$ cat config.mk
export PLATFORM = sky130hd
export DESIGN_NAME = mem_rr_arbiter
export DESIGN_NICKNAME = d
export VERILOG_FILES = /design/src/rtl/mem_rr_arbiter.sv
export SDC_FILE = /design/constraint.sdc
export NUM_CORES = 1
export LEC_CHECK = 0
export CORE_AREA = 8 8 101 103
export DETAILED_ROUTE_END_ITERATION = 8
export DIE_AREA = 0 0 109 111
export PLACE_DENSITY = 0.73
export SLEW_MARGIN = 5
export SYNTH_ARGS = -nofsm -noshare
export SYNTH_HDL_FRONTEND = slang
export SYNTH_SLANG_ARGS = --single-unit
export TNS_END_PERCENT = 1
$ cat constraint.sdc
create_clock -name clk -period 2.81 [get_ports clk]
set_input_delay 0.562 -clock clk [delete_from_list [all_inputs] [get_ports clk]]
set_output_delay 0.562 -clock clk [all_outputs]
set_load 0.02 [all_outputs]
$ cat src/rtl/mem_rr_arbiter.sv
// Round-robin arbiter that lets NUM_MASTERS native-interface masters share
// one memory port. Addresses are converted from bytes to words. Reads are
// tracked through a fixed-latency pipeline so that each master sees
// m_rvalid only for its own read data.
module mem_rr_arbiter #(
   parameter int NUM_MASTERS = 2,
   parameter int ADDR_W      = 32,
   parameter int DATA_W      = 32,
   parameter int MEM_ADDR_W  = 30,
   parameter int MEM_LATENCY = 1
) (
   input  logic                            clk,
   input  logic                            rst,
   input  logic [NUM_MASTERS-1:0]          m_req,
   input  logic [NUM_MASTERS-1:0]          m_we,
   input  logic [NUM_MASTERS*ADDR_W-1:0]   m_addr,
   input  logic [NUM_MASTERS*DATA_W-1:0]   m_wdata,
   input  logic [NUM_MASTERS*DATA_W/8-1:0] m_be,
   output logic [NUM_MASTERS-1:0]          m_gnt,
   output logic [NUM_MASTERS-1:0]          m_rvalid,
   output logic [DATA_W-1:0]               m_rdata,
   output logic                            mem_re,
   output logic                            mem_we,
   output logic [MEM_ADDR_W-1:0]           mem_addr,
   output logic [DATA_W-1:0]               mem_wdata,
   output logic [DATA_W/8-1:0]             mem_be,
   input  logic [DATA_W-1:0]               mem_rdata
);

   localparam int BE_W = DATA_W / 8;
   localparam int OFFS = (BE_W > 1) ? $clog2(BE_W) : 0;
   localparam int ID_W = (NUM_MASTERS > 1) ? $clog2(NUM_MASTERS) : 1;

   // Round-robin pointer: index of the master with highest priority this cycle.
   logic [ID_W-1:0] rr_ptr_q;
   logic [ID_W-1:0] rr_ptr_d;

   // Arbitration result.
   logic            gnt_found;
   logic [ID_W-1:0] gnt_idx;
   logic [ID_W:0]   cand;
   logic [ID_W:0]   ptr_nxt;
   logic [NUM_MASTERS-1:0] gnt_vec;

   // Fields of the granted master.
   logic              sel_we;
   logic [ADDR_W-1:0] sel_addr;
   logic [ADDR_W-1:0] addr_shift;
   logic [DATA_W-1:0] sel_wdata;
   logic [BE_W-1:0]   sel_be;

   // Read-tracking pipeline: one {valid, id} entry per cycle of memory latency.
   logic [MEM_LATENCY-1:0] pipe_vld_q;
   logic [ID_W-1:0]        pipe_id_q [MEM_LATENCY];

   // Search requests from rr_ptr upward, wrapping; reset suppresses any grant.
   always_comb begin
      gnt_found = 1'b0;
      gnt_idx   = '0;
      cand      = '0;
      if (!rst) begin
         for (int k = 0; k < NUM_MASTERS; k++) begin
            cand = {1'b0, rr_ptr_q} + (ID_W+1)'(k);
            if (cand >= (ID_W+1)'(NUM_MASTERS)) begin
               cand = cand - (ID_W+1)'(NUM_MASTERS);
            end
            if (!gnt_found && m_req[cand[ID_W-1:0]]) begin
               gnt_found = 1'b1;
               gnt_idx   = cand[ID_W-1:0];
            end
         end
      end
   end

   // One-hot grant vector from the winning index.
   always_comb begin
      gnt_vec = '0;
      for (int i = 0; i < NUM_MASTERS; i++) begin
         gnt_vec[i] = gnt_found && (gnt_idx == ID_W'(i));
      end
   end

   // AND-OR mux of the granted master's request fields; all zero when idle.
   always_comb begin
      sel_we    = 1'b0;
      sel_addr  = '0;
      sel_wdata = '0;
      sel_be    = '0;
      for (int i = 0; i < NUM_MASTERS; i++) begin
         if (gnt_vec[i]) begin
            sel_we    = sel_we | m_we[i];
            sel_addr  = sel_addr  | m_addr[i*ADDR_W +: ADDR_W];
            sel_wdata = sel_wdata | m_wdata[i*DATA_W +: DATA_W];
            sel_be    = sel_be    | m_be[i*BE_W +: BE_W];
         end
      end
   end

   assign addr_shift = sel_addr >> OFFS;

   // Byte address to word address, truncated or zero-extended to the memory width.
   generate
      if (MEM_ADDR_W <= ADDR_W) begin : g_addr_trunc
         assign mem_addr = addr_shift[MEM_ADDR_W-1:0];
      end else begin : g_addr_ext
         assign mem_addr = {{(MEM_ADDR_W-ADDR_W){1'b0}}, addr_shift};
      end
   endgenerate

   assign m_gnt     = gnt_vec;
   assign mem_re    = gnt_found & ~sel_we;
   assign mem_we    = gnt_found &  sel_we;
   assign mem_wdata = sel_wdata;
   assign mem_be    = sel_be;
   assign m_rdata   = mem_rdata;

   // Next pointer: the master just served drops to lowest priority.
   always_comb begin
      ptr_nxt = {1'b0, gnt_idx} + (ID_W+1)'(1);
      if (ptr_nxt >= (ID_W+1)'(NUM_MASTERS)) begin
         ptr_nxt = '0;
      end
      rr_ptr_d = gnt_found ? ptr_nxt[ID_W-1:0] : rr_ptr_q;
   end

   generate
      if (NUM_MASTERS > 1) begin : g_ptr
         // Pointer register, restarts at master 0 on reset.
         always_ff @(posedge clk) begin
            if (rst) begin
               rr_ptr_q <= '0;
            end else begin
               rr_ptr_q <= rr_ptr_d;
            end
         end
      end else begin : g_ptr_const
         assign rr_ptr_q = '0;
      end
   endgenerate

   // Read tracker: stage 0 records a granted read, the pipeline shifts every
   // cycle, reset drops everything in flight.
   always_ff @(posedge clk) begin
      if (rst) begin
         pipe_vld_q <= '0;
         for (int s = 0; s < MEM_LATENCY; s++) begin
            pipe_id_q[s] <= '0;
         end
      end else begin
         pipe_vld_q[0] <= gnt_found & ~sel_we;
         pipe_id_q[0]  <= gnt_idx;
         for (int s = MEM_LATENCY-1; s > 0; s--) begin
            pipe_vld_q[s] <= pipe_vld_q[s-1];
            pipe_id_q[s]  <= pipe_id_q[s-1];
         end
      end
   end

   // Route read-valid to the master whose read reaches the end of the pipeline.
   always_comb begin
      m_rvalid = '0;
      for (int i = 0; i < NUM_MASTERS; i++) begin
         m_rvalid[i] = !rst && pipe_vld_q[MEM_LATENCY-1] &&
                       (pipe_id_q[MEM_LATENCY-1] == ID_W'(i));
      end
   end

endmodule

Word-level counts from Yosys, hierarchy flattened
Memories as Yosys holds them, arrays and structs flattened.
Cells that the tools add are included.
{ "word_totals": {"output_inout_bits": 104, "n_memories": 1, "mem_bits_rw": 1, "reg_bits": 2, "input_bits": 174} }
{ "classes": {"order_cmp": 5, "n_mux": 29, "bitwise_logic": 9, "n_addsub": 4, "reduce_logical": 9} }
{ "mem_list": {"columns": ["memory", "words", "word_bits", "read_ports", "rd_clocked_by_memory_dff", "wr", "line", "rtl"], "rows": [
  ["pipe_id_q", 1, 1, 1, 0, 1, "54", "logic [ID_W-1:0] pipe_id_q [MEM_LATENCY];"]
]} }
{ "ops": {"columns": ["op", "n"], "rows": [
  ["32-bit two-way mux", 4],
  ["32-bit OR", 2],
  ["1-bit two-way mux", 23],
  ["4-bit two-way mux", 2],
  ["1-bit logical AND", 6],
  ["1-bit by 1-bit adder with 2-bit output (second input constant)", 2],
  ["2-bit greater-or-equal comparator (second input constant)", 2],
  ["1-bit by 2-bit less-than comparator with 1-bit output (second input constant)", 2],
  ["4-bit OR", 1],
  ["1-bit inverter", 3],
  ["1-bit AND", 2],
  ["1-bit by 2-bit greater-or-equal comparator with 1-bit output (second input constant)", 1],
  ["1-bit zero test", 2],
  ["1-bit subtractor (second input constant)", 2],
  ["1-bit OR", 1],
  ["1-bit OR reduction", 1]
]} }

Logic depth before layout (Yosys ltp)
Gate-level depths: netlist of run 1.
{ "depth": {"ltp_word": 18, "ltp_mapped": 6, "depth_no_buf": 3} }

Worst setup path before layout of run 1
OpenSTA, ideal clock, no wires.
{ "synth_path": {"path_type": "input port to output port", "startpoint": "input m_req[1]", "endpoint": "output mem_addr[21]", "arrival_time_ps": 1551, "required_ps": 2248, "path_slack_ps": 697, "n_path_buf": 3, "cell_stages": 6, "path_cell_list": "buf_2 -> a21boi_2 -> buf_4 -> buf_6 -> a32oi_1 -> nor2_1"} }
{ "synth_via": {"elab_chain_len": 13, "elab_cells_between_ends": 19, "cone_classes": "mux (13); bitwise (2); reduce/logical (4)"} }
{ "synth_lines": {"columns": ["element", "line", "rtl"], "rows": [
  ["from (decl)", "14", "input logic [NUM_MASTERS-1:0] m_req,"],
  ["1-bit two-way mux (implied by the code) (2 in series)", "67", "if (!gnt_found && m_req[cand[ID_W-1:0]]) begin"],
  ["1-bit two-way mux", "67", null],
  ["1-bit two-way mux", "61", "if (!rst) begin"],
  ["1-bit zero test", "67", null],
  ["1-bit logical AND", "67", null],
  ["1-bit two-way mux", "67", null],
  ["1-bit two-way mux", "61", null],
  ["1-bit inverter", "79", "gnt_vec[i] = gnt_found && (gnt_idx == ID_W'(i));"],
  ["1-bit logical AND", "79", null],
  ["32-bit two-way mux", "90", "if (gnt_vec[i]) begin"],
  ["32-bit OR", "92", "sel_addr = sel_addr | m_addr[i*ADDR_W +: ADDR_W];"],
  ["32-bit two-way mux (*)", "90", null],
  ["to (decl)", "24", "output logic [MEM_ADDR_W-1:0] mem_addr,"]
]} }
Every way passes the cells marked *; elsewhere a longest branch is shown, timed or not. The select of a mux whose other input is x is not followed.

Final worst setup path of run 1
{ "layout_path": {"startpoint": "input m_req[0]", "endpoint": "output mem_addr[8]"} }
The elaborated chain is that of the path after synthesis.

==> results_tabular.tex, run 1 <==
\begin{tabular}{lr}
\hline
Metric & Value \\
\hline
\multicolumn{2}{l}{\textbf{Run}} \\
Max Cap Violations & 0 \\
\multicolumn{2}{l}{\textbf{Run status}} \\
Status & finished clean \\
\multicolumn{2}{l}{\textbf{Detailed routing}} \\
Residual DRC & 0 \\
Final routed wire length divided by cell count & 17.7 µm \\
Violation count after the first detailed-routing iteration & 116 \\
Final routed wirelength across all metal layers & 8590 µm \\
1st-pass router iterations & 5 \\
Residual antenna-violating net count after detailed routing & 0 \\
Vias per cell & 4.90 \\
Total vias in the final route & 2382 \\
\multicolumn{2}{l}{\textbf{Finish}} \\
Area of the multi-input gates & 933 µm² \\
Combined flip-flop and latch cell area & 60.1 µm² \\
Util after Layout & 0.393 \\
Layout area overhead & 142\% \\
Filler cells & 899 \\
Count of inserted antenna diode cells & 0 \\
Final net count & 553 \\
Post-Layout Inst Area & 0.00336 mm² \\
Share of post-route cells with drive strength above 1 & 0.0556 \\
\multicolumn{2}{l}{\textbf{Die}} \\
Num rows & 34 \\
Total die area & 0.0121 mm² \\
Floorplan die width & 109 µm \\
Vert. Die Dim & 111 µm \\
Ports placed on the boundary & 278 \\
Initial cell density of the core & 0.163 \\
Placeable core region & 0.00855 mm² \\
\multicolumn{2}{l}{\textbf{Synth}} \\
Number of storage elements in the synthesis netlist & 3 \\
Syn\_nets & 388 \\
Synthesized instance count & 214 \\
Area of the mapped netlist & 0.00139 mm² \\
Yosys synthesis warning count & 0 \\
Sequential cell area fraction in the yosys report & 0.0432 \\
Post-synth cell types & 15 \\
Post-synthesis average cell area & 6.50 µm² \\
\multicolumn{2}{l}{\textbf{Clock tree}} \\
TritonCTS clock tree & built \\
Clock root buffer master & clkbuf\_8 \\
Clock-pin transition on the worst setup and hold timing paths & 0.04 ns \\
Number of buffers created by CTS & 3 \\
Worst-case clock buffer depth & 2 \\
Number of levels in the clock H-tree & 1 \\
Clock network latency to the later pin of the worst-skew pair & 0.22 ns \\
Post-CTS setup buffer count & 0 \\
TritonCTS Sinks & 3 \\
\multicolumn{2}{l}{\textbf{Pwr}} \\
P\_leak & 1.47 nW \\
Power density of the placed cells & 222 mW/mm² \\
Final Total Pwr & 748 µW \\
Worst vdd rail ir drop & 0.126 mV \\
\multicolumn{2}{l}{\textbf{Min path}} \\
Worst Hold Class & reg -> reg \\
\multicolumn{2}{l}{\textbf{STA}} \\
Unrepaired setup endpoints after global routing & no \\
Share of the clock period used by the worst path after layout & 0.961 \\
Max Clock Freq & 370 MHz \\
Count of endpoints failing setup in the final report & 0 \\
Hold violation count in the final report & 0 \\
Clock tree skew after final layout & 0.00659 ns \\
Smallest hold slack & 0.536 ns \\
Pins over their slew limit & 0 \\
Final worst path period need & 2.70 ns \\
Slew HR & 0.746 \\
Actual slew at the worst max-slew pin & 0.381 ns \\
\multicolumn{2}{l}{\textbf{Global route}} \\
Global routing usage summed across all routing layers & 0.127 \\
Vias in the first global route & 2447 \\
Antenna violations before repair & 0 \\
Overflow left after global routing & 0 \\
Wire length of the first global-routing pass & 12800 µm \\
Maximum number of pins on one net before global-route repair & 38 \\
\multicolumn{2}{l}{\textbf{Placement}} \\
Gpl congestion & 0.741 \\
DP HPWL & 7020 µm \\
Area of placed instances & 0.00340 mm² \\
Number of buffers added on ports & 209 \\
\multicolumn{2}{l}{\textbf{Critical path}} \\
Arrival time of data at the critical path endpoint & 2.14 ns \\
Critical path capture point type & output pin \\
Top fanout value on the critical path & 35 \\
Req. time, crit path & 2.25 ns \\
Nature of the critical path startpoint & input port \\
Classification of the worst setup path & in -> out \\
\hline
\end{tabular}
-- final timing paths --
kind                 start          end  slack (ns)  cells past startpoint
setup / recovery  m_req[0]  mem_addr[8]        0.11                      6
hold / removal    rr_ptr_q     rr_ptr_q        0.54                      1
setup reg to reg  rr_ptr_q   pipe_vld_q        1.49                      5
hold reg to reg   rr_ptr_q     rr_ptr_q        0.54                      1
-- placed cells by master (no fill, tap or decap), drive strengths merged, types with 2 or more instances in the layout --
cell / n
a32oi: 67
buf: 16
clkbuf: 4
clkdlybuf4s50: 137
dfxtp: 3
dlygate4sd2: 69
nand2: 2
nor2: 71
o31ai: 2
-- stage by stage --
stage	TNS, ns	setup slack, ns	cells
floorplan	0	0.697	214
global placement	-6.79	-0.149	482
detailed placement	-8.68	-0.157	482
CTS	0	0.0453	486
global route	0	0.0281	486
finish	0	0.109	486
-- cell usage after synthesis --
cell	n	share of area
dfxtp_1	3	0.043
clkbuf_1	12	0.032
buf_6	4	0.032
o31ai_1	2	0.011
a32oi_1	67	0.42
nor3b_1	1	0.0054
buf_4	33	0.18
and3b_1	1	0.0063
nand2b_1	1	0.0045
nor2b_1	1	0.0045
nor2_1	71	0.19
nand2_1	2	0.0054
a21boi_2	1	0.0081
a211oi_1	1	0.0054
buf_2	14	0.050
-- power breakdown --
group | leakage [nW] | internal (mW) | switching, mW
logic | 1.42 | 0.311 | 0.259
clock network | 0.0228 | 0.0972 | 0.0330
registers | 0.0249 | 0.0458 | 0.00215
-- timing repair --
action,CTS,global route
hold buffers,0,0
pin swaps,0,0
gates resized for setup,69,1
endpoints found under the setup margin,69,1
-- layer usage --
metal,track usage,part of all wire
met5,0,0
met4,0.0292,0.020
met3,0.0535,0.13
met2,0.233,0.51
met1,0.128,0.35
-- area by class of cell --
type | count | area share
Sequential cell | 3 | 0.0179
Multi-Input combinational cell | 148 | 0.277
Tap cell | 108 | 0.0402
Clock buffer | 4 | 0.0134
Timing Repair Buffer | 223 | 0.651
-- state kept, by name (all words and copies together), names as in the netlist --
register    cells
pipe_id_q       1
pipe_vld_q      1
rr_ptr_q        1
-- critical path, cell delays in order --
cell and delay [ns]:
clkdlybuf4s50_1 0.52, a21boi_4 0.27, buf_12 0.22, a32oi_1 0.09
nor2_1 0.10, dlygate4sd2_1 0.36
-- cells by family after synthesis --
group / after synthesis / share of synthesized area
AOI/OAI and AO/OA: 71 / 0.446
DFF: 3 / 0.0432
buffers and inverters: 63 / 0.293
and+or+nand+nor: 77 / 0.218
Power figures use the tool's default switching activity.
==> run 2, diff against run 1 <==
HOLD_SLACK_MARGIN = 0.1   (was default)
clock period = 3.5 ns   (was 2.81 ns; I/O delays follow)
==> run 2 against run 1 <==
  * Global-route usage is 0.71 points higher
  * Via count decreased by 1.3%
  * Clock skew is essentially flat
  * Register-to-register slack better by 0.68 ns
  * Non-clock buffer count decreased by 3
  * Die area is the same
  * Clock-buffer cell count did not move
  * Cell area rose by 1.1%
  * Critical path type unchanged
==> results_tabular.tex, run 2 (synthesized netlist as in run 1, its figures left out) <==
\begin{tabular}{lr}
\hline
Metric & Value \\
\hline
\multicolumn{2}{l}{\textbf{Run status}} \\
Status & finished clean (unchanged) \\
\multicolumn{2}{l}{\textbf{Critical path}} \\
Top fanout value on the critical path & 31 (was 35) \\
Critical path capture point type & output pin (unchanged) \\
Nature of the critical path startpoint & input port (unchanged) \\
Start of the worst register-to-register path & rr\_ptr\_q (unchanged) \\
Req. time, crit path & 2.80 ns (was 2.25 ns) \\
Arrival time of data at the critical path endpoint & 2.61 ns (was 2.14 ns) \\
Source of the critical timing path & m\_req[0] (unchanged) \\
Classification of the worst setup path & in -> out (unchanged) \\
\multicolumn{2}{l}{\textbf{STA}} \\
Clock tree skew after final layout & 0.00690 ns (was 0.00659 ns) \\
Share of the clock period used by the worst path after layout & 0.945 \\
Max Clock Freq & 302 MHz \\
Actual slew at the worst max-slew pin & 0.510 ns (was 0.381 ns) \\
Slew HR & 0.660 (was 0.746) \\
Pins over their slew limit & 0 (unchanged) \\
Count of endpoints failing setup in the final report & 0 (unchanged) \\
TNS Setup & 0 ns (unchanged) \\
Final worst setup slack & 0.191 ns (was 0.109 ns) \\
Final worst path period need & 3.31 ns \\
Hold violation count in the final report & 0 (unchanged) \\
Unrepaired setup endpoints after global routing & no (unchanged) \\
\multicolumn{2}{l}{\textbf{Clock tree}} \\
Clock network latency to the later pin of the worst-skew pair & 0.22 ns (about the same) \\
TritonCTS Sinks & 3 (unchanged) \\
Post-CTS setup buffer count & 0 (unchanged) \\
Number of levels in the clock H-tree & 1 (unchanged) \\
Resize count post-CTS & 0 (was 69) \\
Number of buffers created by CTS & 3 (unchanged) \\
Number of buffers inserted for hold repair after clock tree synthesis & 0 (unchanged) \\
Clock-pin transition on the worst setup and hold timing paths & 0.04 ns (about the same) \\
Clock root buffer master & clkbuf\_8 (unchanged) \\
TritonCTS clock tree & built (unchanged) \\
Worst-case clock buffer depth & 2 (unchanged) \\
\multicolumn{2}{l}{\textbf{Pwr}} \\
Power density of the placed cells & 185 mW/mm² (was 222 mW/mm²) \\
Worst vdd rail ir drop & 0.121 mV (was 0.126 mV) \\
P\_leak & 1.18 nW (was 1.47 nW) \\
\multicolumn{2}{l}{\textbf{Finish}} \\
Layout area overhead & 144\% (was 142\%) \\
Util after Layout & 0.398 (was 0.393) \\
Final net count & 550 (was 553) \\
Top library cells by usage in the layout, fill and taps aside & 207 x clkdlybuf4s50\_1, 71 x nor2\_1, 67 x a32oi\_1, 6 x buf\_4, 5 x buf\_12 (was 137 x clkdlybuf4s50\_1, 71 x nor2\_1, 69 x dlygate4sd2\_1, 67 x a32oi\_1) \\
Most common cell after layout, fill and taps aside & clkdlybuf4s50\_1 (unchanged) \\
Filler cells & 876 (was 899) \\
Share of post-route cells with drive strength above 1 & 0.0480 (was 0.0556) \\
Registers with the most flip-flops & pipe\_id\_q x1, pipe\_vld\_q x1, rr\_ptr\_q x1 (unchanged) \\
Count of inserted antenna diode cells & 0 (unchanged) \\
\multicolumn{2}{l}{\textbf{Detailed routing}} \\
Violation count after the first detailed-routing iteration & 130 (was 116) \\
Residual antenna-violating net count after detailed routing & 0 (unchanged) \\
Vias per cell & 4.87 (was 4.90) \\
Final routed wirelength across all metal layers & 8880 µm (was 8590 µm) \\
Residual DRC & 0 (unchanged) \\
1st-pass router iterations & 4 (was 5) \\
Total vias in the final route & 2350 (was 2382) \\
Final routed wire length divided by cell count & 18.4 µm (was 17.7 µm) \\
\multicolumn{2}{l}{\textbf{Global route}} \\
Top Usage Layer GRT & met2 (unchanged) \\
Met3 capacity usage during global routing & 0.0599 (was 0.0535) \\
Maximum number of pins on one net before global-route repair & 36 (was 38) \\
Wire length of the first global-routing pass & 13300 µm (was 12800 µm) \\
Fraction of met1 tracks used by global routing & 0.133 (was 0.128) \\
Global routing usage summed across all routing layers & 0.134 (was 0.127) \\
Overflow left after global routing & 0 (unchanged) \\
Vias in the first global route & 2542 (was 2447) \\
Met2 Use GR & 0.245 (was 0.233) \\
Antenna violations before repair & 0 (unchanged) \\
\multicolumn{2}{l}{\textbf{Die}} \\
Placeable core region & 0.00855 mm² (unchanged) \\
Floorplan die width & 109 µm (unchanged) \\
Num rows & 34 (unchanged) \\
Total die area & 0.0121 mm² (unchanged) \\
Initial cell density of the core & 0.163 (unchanged) \\
Vert. Die Dim & 111 µm (unchanged) \\
Ports placed on the boundary & 278 (unchanged) \\
\multicolumn{2}{l}{\textbf{Min path}} \\
Start point of the worst hold path & rr\_ptr\_q (unchanged) \\
Worst Hold Class & reg -> reg (unchanged) \\
\multicolumn{2}{l}{\textbf{Placement}} \\
Gpl congestion & 0.739 (was 0.741) \\
Worst setup slack after placement & 0.190 ns (was -0.157 ns) \\
DP HPWL & 7220 µm (was 7020 µm) \\
Number of buffers added on ports & 209 (unchanged) \\
\multicolumn{2}{l}{\textbf{Run}} \\
Max Cap Violations & 0 (unchanged) \\
\hline
\end{tabular}
==> run 2: cell count changes in the layout (fill, tap and decap cells not counted), sizes merged <==
cell           change
dlymetal6s2s       -1
clkdlybuf4s50     +70
dlygate4sd2       -69
buf                -3
==> run 2: layout make-up <==
cell class | count | area [µm²] | share of cell area
Sequential cell | 3 | 60.1 | 0.0177
Multi-Input combinational cell | 148 | 933 | 0.274
Timing Repair Buffer | 220 | 2230 | 0.655
Tap cell | 108 | 135 | 0.0397
Clock buffer | 4 | 45.0 | 0.0132
==> run 2: path summary, 6_finish.rpt <==
check	end	slack (ns)	cells after the start
worst min-delay path	rr_ptr_q	0.56	1
worst max register to register	pipe_vld_q	2.17	3
worst max-delay path	mem_wdata[20]	0.19	6
worst min register to register	rr_ptr_q	0.56	1
==> run 2: worst max-delay path, stage by stage <==
cell	delay (ns)
clkdlybuf4s50_1	0.45
nand2b_2	0.31
buf_12	0.24
a32oi_1	0.12
nor2_1	0.15
clkdlybuf4s50_1	0.62
==> run 2: stage by stage <==
step | cell area [µm²] | instances | hold WS (ns) | total power [mW]
after detailed placement | 3360 | 479 | 0.552 | 0.531
after global routing | 3400 | 483 | 0.595 | 0.675
final | 3400 | 483 | 0.556 | 0.629
after CTS | 3400 | 483 | 0.557 | 0.641
after global placement | 3360 | 479 | 0.519 | 0.521
after floorplan | 1390 | 214 | 0.470 | 0.289
==> run 2: power by group <==
group          total (mW)  internal (mW)  leakage (nW)  switching [mW]
clock network       0.102         0.0778        0.0228          0.0240
logic               0.488          0.278          1.13           0.210
registers          0.0387         0.0368        0.0249         0.00190
==> run 2: per-layer routing <==
metal | up-vias | part of all wire
met5 | - | 0
met4 | 0 | 0.023
met3 | 16 | 0.13
met2 | 148 | 0.49
met1 | 1075 | 0.36
li1 | 1111 | -
